`src/rtl/l2_cache_control.sv`:
```
// rtl/l2_cache_control.sv - control FSM and saturating hit/miss counters for the 2-way write-back L2
module l2_cache_control (
    input  logic        clk,
    input  logic        reset_n,
    input  logic        mem_read,
    input  logic        mem_write,
    output logic        mem_resp,
    input  logic        hit0,
    input  logic        hit1,
    input  logic        lru,
    input  logic        dirty_lru,
    output logic        pmem_read,
    output logic        pmem_write,
    input  logic        pmem_resp,
    output logic        way_sel,
    output logic        load_data,
    output logic        load_tag,
    output logic        set_valid,
    output logic        set_dirty,
    output logic        clr_dirty,
    output logic        load_lru,
    output logic        lru_in,
    output logic        data_src,
    output logic        pmem_addr_sel,
    input  logic        clr_counts,
    output logic [15:0] hit_count,
    output logic [15:0] miss_count
);
    typedef enum logic [1:0] {IDLE, CHECK, WRITEBACK, ALLOCATE} state_t;

    state_t state;
    logic   req;
    logic   hit;
    logic   hit_way;
    logic   hit_inc;
    logic   miss_inc;

    assign req      = mem_read | mem_write;
    assign hit      = hit0 | hit1;
    assign hit_way  = hit1 & ~hit0;
    assign hit_inc  = (state == CHECK) & req & hit;
    assign miss_inc = (state == CHECK) & req & ~hit;

    always_ff @(posedge clk or negedge reset_n) begin
        if (!reset_n) begin
            state <= IDLE;
        end else begin
            case (state)
                IDLE:      if (req) state <= CHECK;
                CHECK: begin
                    if (!req || hit) state <= IDLE;
                    else if (dirty_lru) state <= WRITEBACK;
                    else state <= ALLOCATE;
                end
                WRITEBACK: if (pmem_resp) state <= ALLOCATE;
                ALLOCATE:  if (pmem_resp) state <= CHECK;
                default:   state <= IDLE;
            endcase
        end
    end

    // A clear in the same cycle as an increment wins.
    always_ff @(posedge clk or negedge reset_n) begin
        if (!reset_n) begin
            hit_count  <= 16'h0000;
            miss_count <= 16'h0000;
        end else if (clr_counts) begin
            hit_count  <= 16'h0000;
            miss_count <= 16'h0000;
        end else begin
            if (hit_inc && hit_count != 16'hFFFF) hit_count <= hit_count + 16'h0001;
            if (miss_inc && miss_count != 16'hFFFF) miss_count <= miss_count + 16'h0001;
        end
    end

    always_comb begin
        mem_resp      = 1'b0;
        pmem_read     = 1'b0;
        pmem_write    = 1'b0;
        way_sel       = 1'b0;
        load_data     = 1'b0;
        load_tag      = 1'b0;
        set_valid     = 1'b0;
        set_dirty     = 1'b0;
        clr_dirty     = 1'b0;
        load_lru      = 1'b0;
        lru_in        = 1'b0;
        data_src      = 1'b0;
        pmem_addr_sel = 1'b0;
        case (state)
            CHECK: begin
                if (req && hit) begin
                    way_sel  = hit_way;
                    mem_resp = 1'b1;
                    load_lru = 1'b1;
                    lru_in   = ~hit_way;
                    if (mem_write) begin
                        load_data = 1'b1;
                        set_dirty = 1'b1;
                    end
                end else if (req) begin
                    way_sel = lru;
                end
            end
            WRITEBACK: begin
                pmem_write    = 1'b1;
                pmem_addr_sel = 1'b1;
                way_sel       = lru;
            end
            ALLOCATE: begin
                pmem_read = 1'b1;
                way_sel   = lru;
                if (pmem_resp) begin
                    load_data = 1'b1;
                    data_src  = 1'b1;
                    load_tag  = 1'b1;
                    set_valid = 1'b1;
                    clr_dirty = 1'b1;
                end
            end
            default: ;
        endcase
    end
endmodule

```
`config.mk`:
```
export PLATFORM = sky130hd
export DESIGN_NAME = l2_cache_control
export DESIGN_NICKNAME = d
export VERILOG_FILES = /design/src/rtl/l2_cache_control.sv
export SDC_FILE = /design/constraint.sdc
export NUM_CORES = 1
export LEC_CHECK = 0
export CAP_MARGIN = 20
export CORE_MARGIN = 2
export CORE_UTILIZATION = 45
export CTS_BUF_LIST = sky130_fd_sc_hd__clkbuf_16
export CTS_CLUSTER_DIAMETER = 50
export DETAILED_ROUTE_END_ITERATION = 7
export PLACE_DENSITY = 0.85
export SETUP_SLACK_MARGIN = 0.5
export SYNTH_ARGS = -nofsm -noshare
export SYNTH_HDL_FRONTEND = slang
export SYNTH_SLANG_ARGS = --single-unit
```
`constraint.sdc`:
```
create_clock -name clk -period 4.88 [get_ports clk]
set_input_delay 1.22 -clock clk [delete_from_list [all_inputs] [get_ports clk]]
set_output_delay 1.22 -clock clk [all_outputs]
set_load 0.02 [all_outputs]
```
==> flow_summary.json, run 1 <==
{
  "cp_cell_sequence": "clkdlybuf4s50_1 > or2_4 > and3_2 > or2_2 > clkdlybuf4s50_1",
  "hp-class": "flop to flop",
  "dp_hpwl_um": 3740,
  "ys_types": 38,
  "combPwrFrac_pct": 28.5,
  "setup_viol": 0,
  "vias_per_cell": 5.89,
  "ir_worst_vdd_mv": 0.274,
  "swShare_pct": 31.0,
  "critical_path_class": "input port to output pin",
  "place_area_um2": 2710,
  "drc": 0,
  "clk_latency_ns": 0.28,
  "cts_max_path_buffers": 2,
  "n_antenna_cell": 0,
  "crit_buf_inv": 2,
  "ys_seq_area_share_pct": 39.8,
  "period_minus_slack_ns": 4.22,
  "syn_area_per_cell_um2": 8.97,
  "grt_overflow": 0,
  "grt_first_pass_wirelength_um": 8390,
  "whs_ns": 0.574,
  "rsz0062_at_grt": "false",
  "p_int_uw": 588,
  "wl_met2_um": 2640,
  "m1WireLength_um": 2310,
  "clockRootBuffer": "clkbuf_16",
  "grt_max_degree": 35,
  "area_delta_synth_final_pct": 34.8,
  "pwr-share-seq_pct": 36.4,
  "worstMarginPinSlew_ns": 0.729,
  "dr.pass1.iters": 4,
  "worstSetupEndpointType": "output pin",
  "crit_path_max_incr_delay_ns": 0.54,
  "post_cts_buffers": 0,
  "cts_tree": "built",
  "antenna_found_initial": 0,
  "skew_ns": 0.00761,
  "cts_resized": 0,
  "critPathArrivalTime_ns": 3.00,
  "ant_nets": 0,
  "path_delay_family": "buffers and inverters",
  "nNetsFinal": 309,
  "pwr_density_cell_nw_per_um2": 296,
  "postSynthCellCount": 238,
  "syn_nets": 254,
  "final-hold-violation-count": 0,
  "grt.total_usage_pct": 20.1,
  "wl_per_cell_um": 15.0,
  "fin_setup_tns_ns": 0,
  "start_util_pct": 45.8,
  "routed_wl_um": 5210,
  "topRoutingLayerUsed": "met4",
  "fmax_ghz": 0.237,
  "fin_crit_sh_pct": 86.4,
  "cpMaxStageDelayCell": "clkdlybuf4s50_1",
  "ys_ff_latch": 34,
  "core-area_um2": 4660,
  "cp-start-kind": "input port",
  "outcome": "finished, final reports clean",
  "drive_gt1_share_pct": 11.9,
  "dieArea_um2": 5310,
  "max_cap_violations": 0,
  "cts_sinks": 34,
  "fin_area_um2": 2880,
  "vias": 2049,
  "place.port_buffers": 54,
  "pwr-share-clk_pct": 35.1,
  "dieWidth_um": 72.9,
  "ctsHtreeMaxLevel": 2,
  "p_switching_uw": 264,
  "critPathMaxFanout": 5,
  "cts_inserted_buffers": 5,
  "syn-cell-area_um2": 2140,
  "ios": 55,
  "crit_top_cell": "clkdlybuf4s50_1",
  "die-height_um": 72.9,
  "ctsHoldBuffers": 0,
  "grt_pass1_vias": 1904,
  "drv_slew": 0,
  "place.gp.congestion": 0.851,
  "clk_pin_slew_worst_paths_ns": 0.05,
  "crit_required_ns": 3.66,
  "num_rows": 25,
  "wl_met3_um": 192,
  "relSlewSlack_pct": 51.0,
  "yosys_warnings": 0,
  "drt_iter0_markers": 113,
  "p_leak_uw": 0.00107
}
==> worst paths after layout <==
check | start | end | slack, ns | cells after the start
worst max-delay path | hit1 | load_data | 0.66 | 5
worst min-delay path | hit_count[11] | hit_count[11] | 0.57 | 2
worst max register to register | state[1] | miss_count[15] | 2.55 | 6
worst min register to register | hit_count[11] | hit_count[11] | 0.57 | 2
max in group asynchronous | reset_n | state[0] | 3.20 | 2
min in group asynchronous | reset_n | hit_count[8] | 1.36 | 2
==> power groups by stage <==
stage / Clock, uW / Combinational, uW / Sequential (uW)
5_1_grt: 315 / 269 / 311
2_1_floorplan: 0 / 145 / 318
4_1_cts: 302 / 241 / 310
6_report: 299 / 243 / 310
3_5_place_dp: 0 / 240 / 315
3_3_place_gp: 0 / 235 / 314
==> cell usage after synthesis <==
cell / count / share of area, %
dfrtp_1: 34 / 40
nor2_1: 18 / 3.2
or2_2: 6 / 1.8
mux2_2: 8 / 4.2
or2_4: 1 / 0.41
nand3b_1: 2 / 0.70
a21oi_1: 24 / 5.6
o31a_1: 1 / 0.41
and2_1: 2 / 0.59
o31ai_1: 15 / 5.3
inv_1: 11 / 1.9
o21a_1: 1 / 0.35
nand2b_1: 1 / 0.29
buf_2: 3 / 0.70
and4_1: 1 / 0.41
nor4_1: 9 / 2.6
or4b_2: 1 / 0.47
nand4_1: 6 / 1.8
o2111ai_1: 1 / 0.41
or4_4: 1 / 0.53
nand2_1: 10 / 1.8
and3_2: 1 / 0.35
clkbuf_8: 1 / 0.64
mux2_1: 1 / 0.53
or3_1: 8 / 2.3
ha_1: 6 / 3.5
or4_1: 15 / 5.3
clkbuf_1: 4 / 0.70
nor4b_1: 2 / 0.82
nand4_2: 2 / 1.2
o41ai_1: 1 / 0.41
buf_4: 5 / 1.8
nor3_1: 4 / 0.94
nor2b_1: 7 / 2.1
o21ai_0: 13 / 3.0
mux2i_1: 1 / 0.47
o21ai_2: 1 / 0.41
nand3_1: 10 / 2.3
==> placed cells by master, fill, tap and decap left out, types with 4 or more instances in the layout <==
cell / synthesis / layout
a21oi_1: 24 / 24
buf_4: 5 / 6
clkbuf_16: 0 / 5
clkdlybuf4s50_1: 0 / 54
dfrtp_1: 34 / 34
ha_1: 6 / 6
inv_1: 11 / 12
mux2_2: 8 / 8
nand2_1: 10 / 10
nand3_1: 10 / 10
nand4_1: 6 / 6
nor2_1: 18 / 18
nor2b_1: 7 / 7
nor3_1: 4 / 4
nor4_1: 9 / 8
o21ai_0: 13 / 13
o31ai_1: 15 / 15
or2_2: 6 / 6
or3_1: 8 / 8
or4_1: 15 / 15
==> cells by family (layout without fill, tap and decap cells) <==
| group | Yosys count | in the layout | synth area share, % |
|---|---|---|---|
| multiplexers | 10 | 10 | 5.21 |
| buffers and inverters | 24 | 80 | 5.74 |
| adder cells (fa/ha/maj) | 6 | 6 | 3.51 |
| flip-flops | 34 | 34 | 39.8 |
| AND/OR/NAND/NOR | 107 | 107 | 29.8 |
| AO/OA/AOI/OAI | 57 | 57 | 15.9 |
==> layout make-up <==
class,count,area (um^2)
repair buffers,61,613
flip-flops and latches,34,851
clock inverters,3,12.5
well taps,54,67.6
multi-input cells,180,1170
fillers,406,1780
inverters,11,41.3
clock buffers,5,125
==> through the flow <==
stage | util [%] | std cells | worst slack [ns] | total power, uW
2_1_floorplan | - | 238 | 1.39 | 463
3_3_place_gp | 58.1 | 338 | 0.682 | 550
3_5_place_dp | 58.1 | 338 | 0.660 | 554
4_1_cts | 61.0 | 346 | 0.657 | 853
5_1_grt | 61.8 | 348 | 0.583 | 895
6_report | 61.8 | 348 | 0.663 | 852
==> metal layers <==
layer  vias up  global-route usage [%]
met3         8                    4.28
li1       1012                       -
met5         -                       0
met4         0                    7.82
met1       977                    24.1
met2        52                    34.9
==> registers in the layout, summed over array words and instances, names as in the netlist <==
name	count
hit_count	16
miss_count	16
state	2
==> worst min-delay path, stage by stage (launching register included) <==
cell,delay (ns)
dfrtp_1,0.40
o31ai_1,0.07
a21oi_1,0.06
No activity file was read; power rests on OpenSTA's default activity.
==> inputs of run 2 (changes only) <==
--- a/config.mk
+++ b/config.mk
@@ -5,6 +5,7 @@
 export SDC_FILE = /design/constraint.sdc
 export NUM_CORES = 1
 export LEC_CHECK = 0
+export ABC_CLOCK_PERIOD_IN_PS = 4880
 export CAP_MARGIN = 20
 export CORE_MARGIN = 2
 export CORE_UTILIZATION = 45
==> results of run 2 <==
No change in the layout: final DEF, timing and power equal those of run 1.
==> inputs of run 3 (changes only) <==
--- a/config.mk
+++ b/config.mk
@@ -14,6 +14,7 @@
 export DETAILED_ROUTE_END_ITERATION = 7
 export PLACE_DENSITY = 0.85
 export SETUP_SLACK_MARGIN = 0.5
+export SLEW_MARGIN = 5
 export SYNTH_ARGS = -nofsm -noshare
 export SYNTH_HDL_FRONTEND = slang
 export SYNTH_SLANG_ARGS = --single-unit
==> run 3 against run 2 <==
Effect of this change:
- cell area is 0.43% lower
- wire length is 0.86% higher
- largest power group unchanged
- highest routed layer unchanged
- critical endpoint unchanged
- global-route usage unchanged
- via count increased by 0.15%
- clock skew is essentially flat
- die area stayed put
- combinational power hardly changed
- sequential cell count unchanged
==> flow_summary.json, run 3 (synthesis gave the netlist of run 1 again) <==
{
  "start_util_pct": 45.8,
  "busiest_layer": "met2",
  "layout_commonest_cell": "clkdlybuf4s50_1",
  "routed_wl_um": 5260,
  "top_regs": "hit_count (16), miss_count (16), state (2)",
  "pwr_density_cell_nw_per_um2": 297,
  "core-area_um2": 4660,
  "crit_required_ns": 3.66,
  "max_cap_violations": 0,
  "num_rows": 25,
  "vias_per_cell": 5.90,
  "cts_sinks": 34,
  "n_fill_cell": 405,
  "dieArea_um2": 5310,
  "worstSetupEndpointType": "output pin",
  "drt_iter0_markers": 116,
  "fin_setup_tns_ns": 0,
  "grtUsageMet2_pct": 34.9,
  "grt_max_degree": 35,
  "antenna_found_initial": 0,
  "period_minus_slack_ns": 4.22,
  "dieWidth_um": 72.9,
  "area_delta_synth_final_pct": 34.2,
  "ios": 55,
  "place_ws_ns": 0.660,
  "vias": 2052,
  "place_area_um2": 2710,
  "critPathMaxFanout": 5,
  "grt_overflow": 0,
  "nNetsFinal": 309,
  "fin_crit_sh_pct": 86.4,
  "place.port_buffers": 54,
  "grt.total_usage_pct": 20.1,
  "critPathArrivalTime_ns": 3.00,
  "skew_ns": 0.00759,
  "drc": 0,
  "fmax_ghz": 0.237,
  "cp-start-kind": "input port",
  "outcome": "finished, final reports clean",
  "die-height_um": 72.9,
  "setup_slack_ns": 0.663,
  "cts_inserted_buffers": 5,
  "clk_latency_ns": 0.28,
  "cts_tree": "built",
  "grt_pass1_vias": 1904,
  "ctsHtreeMaxLevel": 2,
  "clockRootBuffer": "clkbuf_16",
  "grt_first_pass_wirelength_um": 8390,
  "relSlewSlack_pct": 50.8,
  "cts_resized": 0,
  "ctsHoldBuffers": 0,
  "dp_hpwl_um": 3740,
  "layout_common_cells": "clkdlybuf4s50_1, dfrtp_1, a21oi_1",
  "ant_nets": 0,
  "final-hold-violation-count": 0,
  "worstMarginPinSlew_ns": 0.732,
  "rsz0062_at_grt": "false",
  "use_met1_pct": 24.1,
  "total_power_uw": 850,
  "clk_pin_slew_worst_paths_ns": 0.05,
  "critical_path_class": "input port to output pin",
  "hp-class": "flop to flop",
  "setup_viol": 0,
  "grt_util_met3_pct": 4.28,
  "ir_worst_vdd_mv": 0.275,
  "cts_max_path_buffers": 2,
  "drive_gt1_share_pct": 11.9,
  "dr.pass1.iters": 4,
  "place.gp.congestion": 0.851,
  "fin_area_um2": 2870,
  "wl_per_cell_um": 15.1,
  "p_leak_uw": 0.00106,
  "drv_slew": 0,
  "instances_no_fill": 348,
  "dp.cells": 338,
  "post_cts_buffers": 0,
  "n_antenna_cell": 0
}
==> run 3: metal layers <==
layer  up-vias  share of wire (%)
met2        51                 52
met4         0                1.1
li1       1007                  -
met5         -                  0
met3         8                3.7
met1       986                 43
==> run 3: cell type report <==
type,count,area (um^2),area share [%]
repair buffers,61,601,21.0
flip-flops and latches,34,851,29.7
inverters,11,41.3,1.44
clock inverters,3,12.5,0.436
multi-input cells,180,1170,40.8
clock buffers,5,125,4.36
well taps,54,67.6,2.36
==> run 3: power by group <==
| group | internal (uW) | switching [uW] |
|---|---|---|
| Clock | 184 | 115 |
| Combinational | 108 | 133 |
| Sequential | 295 | 15.2 |
==> run 3: path summary, 6_finish.rpt <==
check	startpoint	end	slack, ns	depth (start not counted)
worst max-delay path	hit1	load_data	0.66	5
worst min-delay path	hit_count[11]	hit_count[11]	0.57	2
worst max register to register	state[1]	miss_count[15]	2.53	6
worst min register to register	hit_count[11]	hit_count[11]	0.57	2
max in group asynchronous	reset_n	state[0]	3.20	2
min in group asynchronous	reset_n	hit_count[8]	1.36	2
==> run 3: metrics by stage <==
step	utilization (%)	hold slack, ns
2_1_floorplan	-	0.538
3_3_place_gp	58.1	0.563
3_5_place_dp	58.1	0.568
4_1_cts	61.0	0.580
5_1_grt	61.5	0.602
6_report	61.5	0.574
==> run 3: critical path, stage by stage <==
cell and delay [ns]:
clkdlybuf4s50_1 0.46, or2_4 0.29, and3_2 0.22, or2_2 0.26
clkdlybuf4s50_1 0.54
